[src/rtl/ifetch_dispatch_if.sv]
// Program-memory read bus and execution-unit dispatch bus shared by the fetch
// stage (master) and its memory/execution-unit neighbours (slave).
interface ifetch_dispatch_if #(
  parameter int AW = 8
);
  logic [AW-1:0] mem_addr;
  logic          mem_rd;
  logic [15:0]   mem_data;
  logic          mem_ready;
  logic [31:0]   ir;
  logic [1:0]    sel_eu;
  logic          cs;
  logic          ready1;

  modport master (
    output mem_addr, mem_rd, ir, sel_eu, cs,
    input  mem_data, mem_ready, ready1
  );

  modport slave (
    input  mem_addr, mem_rd, ir, sel_eu, cs,
    output mem_data, mem_ready, ready1
  );
endinterface

[src/rtl/ifetch_dispatch.sv]
// Instruction fetch/dispatch stage: assembles 32-bit instructions from two
// 16-bit memory reads, dispatches ALU classes and handles JMP/HALT locally.
module ifetch_dispatch #(
  parameter int AW          = 8,
  parameter int RESET_PC    = 0,
  parameter int ACK_TIMEOUT = 4
) (
  input  logic                clk,
  input  logic                rst_n,
  input  logic                start,
  ifetch_dispatch_if.master   bus,
  output logic [AW-2:0]       pc,
  output logic                halted,
  output logic                err
);

  localparam logic [2:0] IDLE      = 3'd0;
  localparam logic [2:0] FETCH_HI  = 3'd1;
  localparam logic [2:0] FETCH_LO  = 3'd2;
  localparam logic [2:0] DECODE    = 3'd3;
  localparam logic [2:0] DISPATCH  = 3'd4;
  localparam logic [2:0] WAIT_BUSY = 3'd5;
  localparam logic [2:0] WAIT_DONE = 3'd6;
  localparam logic [2:0] HALT      = 3'd7;

  localparam int            CW       = $clog2(ACK_TIMEOUT + 1);
  localparam logic [CW-1:0] CNT_MAX  = CW'(ACK_TIMEOUT);
  localparam logic [AW-2:0] PC_RESET = (AW-1)'(RESET_PC);

  logic [2:0]    state;
  logic [31:0]   ir_q;
  logic [1:0]    sel_q;
  logic [CW-1:0] cnt;
  logic [CW-1:0] cnt_inc;

  assign cnt_inc = cnt + 1'b1;

  // Memory and dispatch strobes are pure decodes of the state, so reset
  // forces them low without extra registers.
  assign bus.mem_rd   = (state == FETCH_HI) || (state == FETCH_LO);
  assign bus.mem_addr = bus.mem_rd ? {pc, state == FETCH_LO} : '0;
  assign bus.cs       = (state == DISPATCH);
  assign bus.ir       = ir_q;
  assign bus.sel_eu   = sel_q;
  assign halted       = (state == HALT);

  always_ff @(posedge clk or negedge rst_n) begin
    if (!rst_n) begin
      state <= IDLE;
      pc    <= PC_RESET;
      ir_q  <= '0;
      sel_q <= '0;
      cnt   <= '0;
      err   <= 1'b0;
    end else begin
      case (state)
        IDLE: if (start) state <= FETCH_HI;
        FETCH_HI: if (bus.mem_ready) begin
          ir_q[31:16] <= bus.mem_data;
          state       <= FETCH_LO;
        end
        FETCH_LO: if (bus.mem_ready) begin
          ir_q[15:0] <= bus.mem_data;
          state      <= DECODE;
        end
        DECODE: begin
          case (ir_q[31:30])
            2'b00, 2'b01: begin
              sel_q <= ir_q[31:30];
              state <= DISPATCH;
            end
            2'b10: begin
              pc    <= ir_q[AW-2:0];
              state <= FETCH_HI;
            end
            default: state <= HALT;
          endcase
        end
        DISPATCH: begin
          cnt   <= '0;
          state <= WAIT_BUSY;
        end
        // The execution unit must drop ready1 before a high level means done.
        WAIT_BUSY: begin
          if (!bus.ready1) begin
            state <= WAIT_DONE;
          end else if (cnt_inc == CNT_MAX) begin
            err   <= 1'b1;
            state <= HALT;
          end else begin
            cnt <= cnt_inc;
          end
        end
        WAIT_DONE: if (bus.ready1) begin
          pc    <= pc + 1'b1;
          state <= FETCH_HI;
        end
        HALT: if (start) begin
          pc    <= PC_RESET;
          err   <= 1'b0;
          state <= FETCH_HI;
        end
        default: state <= IDLE;
      endcase
    end
  end

endmodule

[src/flat_wrapper.sv]
// flat-port wrapper written by rule: the top's interface ports become plain ports
module ifetch_dispatch_flat 
#(
  parameter int AW          = 8,
  parameter int RESET_PC    = 0,
  parameter int ACK_TIMEOUT = 4
)
  (clk, rst_n, start, pc, halted, err, bus_mem_addr, bus_mem_rd, bus_ir, bus_sel_eu, bus_cs, bus_mem_data, bus_mem_ready, bus_ready1);
  ifetch_dispatch_if #(.AW(AW)) bus_i ();
  input  logic clk;
  input  logic rst_n;
  input  logic start;
  output logic [AW-2:0] pc;
  output logic halted;
  output logic err;
  output wire logic [$bits(bus_i.mem_addr)-1:0] bus_mem_addr;
  output wire logic [$bits(bus_i.mem_rd)-1:0] bus_mem_rd;
  output wire logic [$bits(bus_i.ir)-1:0] bus_ir;
  output wire logic [$bits(bus_i.sel_eu)-1:0] bus_sel_eu;
  output wire logic [$bits(bus_i.cs)-1:0] bus_cs;
  input wire logic [$bits(bus_i.mem_data)-1:0] bus_mem_data;
  input wire logic [$bits(bus_i.mem_ready)-1:0] bus_mem_ready;
  input wire logic [$bits(bus_i.ready1)-1:0] bus_ready1;
  assign bus_mem_addr = bus_i.mem_addr;
  assign bus_mem_rd = bus_i.mem_rd;
  assign bus_ir = bus_i.ir;
  assign bus_sel_eu = bus_i.sel_eu;
  assign bus_cs = bus_i.cs;
  assign bus_i.mem_data = bus_mem_data;
  assign bus_i.mem_ready = bus_mem_ready;
  assign bus_i.ready1 = bus_ready1;
  ifetch_dispatch #(.AW(AW), .RESET_PC(RESET_PC), .ACK_TIMEOUT(ACK_TIMEOUT)) u_core (.clk(clk), .rst_n(rst_n), .start(start), .bus(bus_i), .pc(pc), .halted(halted), .err(err));
endmodule
[config.mk]
export PLATFORM = sky130hd
export DESIGN_NAME = ifetch_dispatch_flat
export DESIGN_NICKNAME = d
export VERILOG_FILES = /design/src/rtl/ifetch_dispatch_if.sv /design/src/rtl/ifetch_dispatch.sv /design/src/flat_wrapper.sv
export SDC_FILE = /design/constraint.sdc
export NUM_CORES = 1
export LEC_CHECK = 0
export CAP_MARGIN = 30
export CORE_AREA = 2 2 59 88
export DETAILED_ROUTE_END_ITERATION = 16
export DIE_AREA = 0 0 61 90
export GPL_TIMING_DRIVEN = 0
export PLACE_DENSITY = 0.82
export SLEW_MARGIN = 20
export SYNTH_ARGS = -nofsm -noshare
export SYNTH_HDL_FRONTEND = slang
export SYNTH_SLANG_ARGS = --single-unit
[constraint.sdc]
create_clock -name clk -period 4.28 [get_ports clk]
set_input_delay 0.856 -clock clk [delete_from_list [all_inputs] [get_ports clk]]
set_output_delay 0.856 -clock clk [all_outputs]
set_load 0.01 [all_outputs]
==> impl_metrics.toml <==
[placement]
place_ws_ns = 1.52
place_congestion = 0.833
dp_hpwl_mm = 3.77
dpl-instance-area_mm2 = 0.00306
portBuffers = 73

[final_layout]
fillers = 379
fin_area_mm2 = 0.00316
drive_gt1_frac = 0.196
num_antenna_cells = 0
final_util = 0.663
area_growth_pct = 41.6
fin_nets = 298

[floorplanning]
row_count = 31
coreArea_mm2 = 0.00477
start_util = 0.468
die_height_um = 90
dieArea_mm2 = 0.00549
die_x_um = 61
ios = 74

[route]
final_antenna_net_count = 0
drt-initial-drc-count = 54
first_pass_iters = 4
drt_wl_total_mm = 5.06
viasPerCell = 5.30
drc_errors = 0
wl_per_cell_um = 14.8
dr_total_vias = 1806

[worst_setup_path]
cp.arrival_ns = 2.19
critPathSlowestCell = "clkdlybuf4s50_1"
cp-start-kind = "register"
critPathKind = "register to output pin"
crit_path_max_incr_delay_ns = 0.53
r2r_cells = 5
worst_ep_required_time_ns = 3.42
end_kind = "output pin"
path_cells = "inv_1 -> nand2_1 -> a21oi_1 -> and2_1 -> clkdlybuf4s50_1"
crit_fanout = 8

[synth]
yosysTopAreaCell = "dfrtp_1"
synth-main-ff-cell = "dfrtp_1"
seq_area_frac_synth = 0.538
synth_edf_count = 0
syn-num-nets = 217
ys_ff_latch = 48
synth_common_cells = "48 x dfrtp_1, 33 x mux2_2, 22 x nand2_1"
post-synth-top-count-cell = "dfrtp_1"
ys_types = 42
avgSynthCellArea_um2 = 11.6
syn_inst = 193
synth_area_leaders = "dfrtp_1 54%, mux2_2 17%, nand2_1 3.7%"
synthArstFlopShare = 1.00
synth_top_cell_area_share = 0.538
syn-cell-area_mm2 = 0.00223
yosysWarnings = 0

[sta]
fin_ws_ns = 1.24
fin_crit_sh = 0.711
tns_ns = 0
period_needed_ns = 3.04
rsz0062_at_grt = "no"
slew_headroom = 0.588
setup_viol = 0
tightest_slew_ns = 0.617
drv_slew = 0
finalHoldViolations = 0
finClkSkew_ns = 0.00444
whs_ns = 0.474
fmaxAchievable_ghz = 0.329

[clock_tree]
path_clk_slew_ns = 0.10
worst_skew_pair.late_latency_ns = 0.31
cts_resized = 0
cts_root_buf = "clkbuf_8"
cts_made_buffers = 5
clock_path_buffers = 2
cts_hold_buf = 0
htree_levels = 2
clkSinkCount = 48
cts_setup_buffers = 0
cts_tree = "built"

[power]
leakagePower_nw = 1.33
p_per_area_mw_per_mm2 = 730
ir_drop_mv = 0.424

[hold_path]
hold_class = "primary input to async pin"

[grt]
grt_max_degree = 33
overflow = 0
grt_pass1_vias = 1823
grt_usage = 0.208
antenna_found_initial = 0
grt_pass1_wl_mm = 8.60

[flow_run]
max-cap-violations = 0

[status]
status = "finished clean"
[layer usage]
layer,part of all wire,up-vias,GRT usage
li1,-,853,-
met1,0.39,885,0.248
met2,0.53,58,0.341
met3,0.058,10,0.0576
met4,0.022,0,0.0888
met5,0,-,0
[kinds of logic (layout without fill, tap and decap cells)]
family | count (synthesis) | after routing | share of synthesized area
flip-flops | 48 | 48 | 0.538
buffers and inverters | 10 | 92 | 0.0224
XOR/XNOR | 1 | 1 | 0.00392
AO/OA/AOI/OAI | 31 | 31 | 0.0969
adder cells (fa/ha/maj) | 3 | 3 | 0.0168
AND/OR/NAND/NOR | 67 | 67 | 0.156
multiplexers | 33 | 33 | 0.166
[metrics by stage]
| step | instances | power [W] |
|---|---|---|
| detailed placement | 333 | 0.00202 |
| global route | 341 | 0.00247 |
| finish | 341 | 0.00231 |
| floorplan | 193 | 0.00143 |
| global placement | 332 | 0.00199 |
| CTS | 341 | 0.00233 |
[layout by cell type, fill, tap and decap left out, types with 2 or more instances in the layout]
cell             count
a21o_1               2
buf_2                5
nor4_1               2
clkbuf_1             2
nand3_1              6
nor2_1               9
o21ai_0              6
a22o_1               2
clkbuf_8             6
mux2_2              33
nor2_2               2
clkdlybuf4s50_1     72
nor3b_1              3
o21ai_1              2
o311ai_1             2
nor2b_1              3
ha_1                 3
inv_6                2
and2_1               7
a21oi_1              5
nand3b_1             2
dfrtp_1             48
nand2_1             22
and3_1               2
inv_1                3
a31oi_1              2
nand2b_1             3
[worst max-delay path, delay by kind of cell (launching register included)]
kind / cells / cell delay, ns
buffers and inverters: 2 / 0.65
AOI/OAI and AO/OA: 1 / 0.47
DFF: 1 / 0.40
and+or+nand+nor: 2 / 0.35
[area by class of cell]
cell class,instances,area [µm²],share of cell area
clock buffer,6,82.6,0.0261
multi-input combinational,135,982,0.311
inverter,3,11.3,0.00356
tap,66,82.6,0.0261
sequential,48,1200,0.380
clock inverter,2,17.5,0.00554
buffer,7,38.8,0.0123
timing repair buffer,74,746,0.236
[flip-flops by register name, indices dropped and copies added, names as in the netlist]
register and count:
u_core.err 1, u_core.pc 7, u_core.state 3, u_core.bus.sel_eu 2, u_core.cnt 3, u_core.bus.ir 32
[where the power goes]
group	total (W)	leakage (nW)	internal (W)	switching, W
Sequential	0.000840	0.589	0.000672	0.000168
Combinational	0.00117	0.687	0.000677	0.000490
Clock	0.000301	0.0522	0.000136	0.000166
[final timing paths]
path,start,to,slack [ns]
max in group asynchronous,rst_n,u_core.bus.ir[28],3.29
max,u_core.state[1],bus_mem_addr[5],1.24
min,rst_n,u_core.pc[6],0.47
min in group clk,u_core.err,u_core.err,0.50
max reg2reg,u_core.state[2],u_core.bus.ir[22],2.40
min reg2reg,u_core.err,u_core.err,0.50
Note: power is estimated with default switching activity, not from simulation.
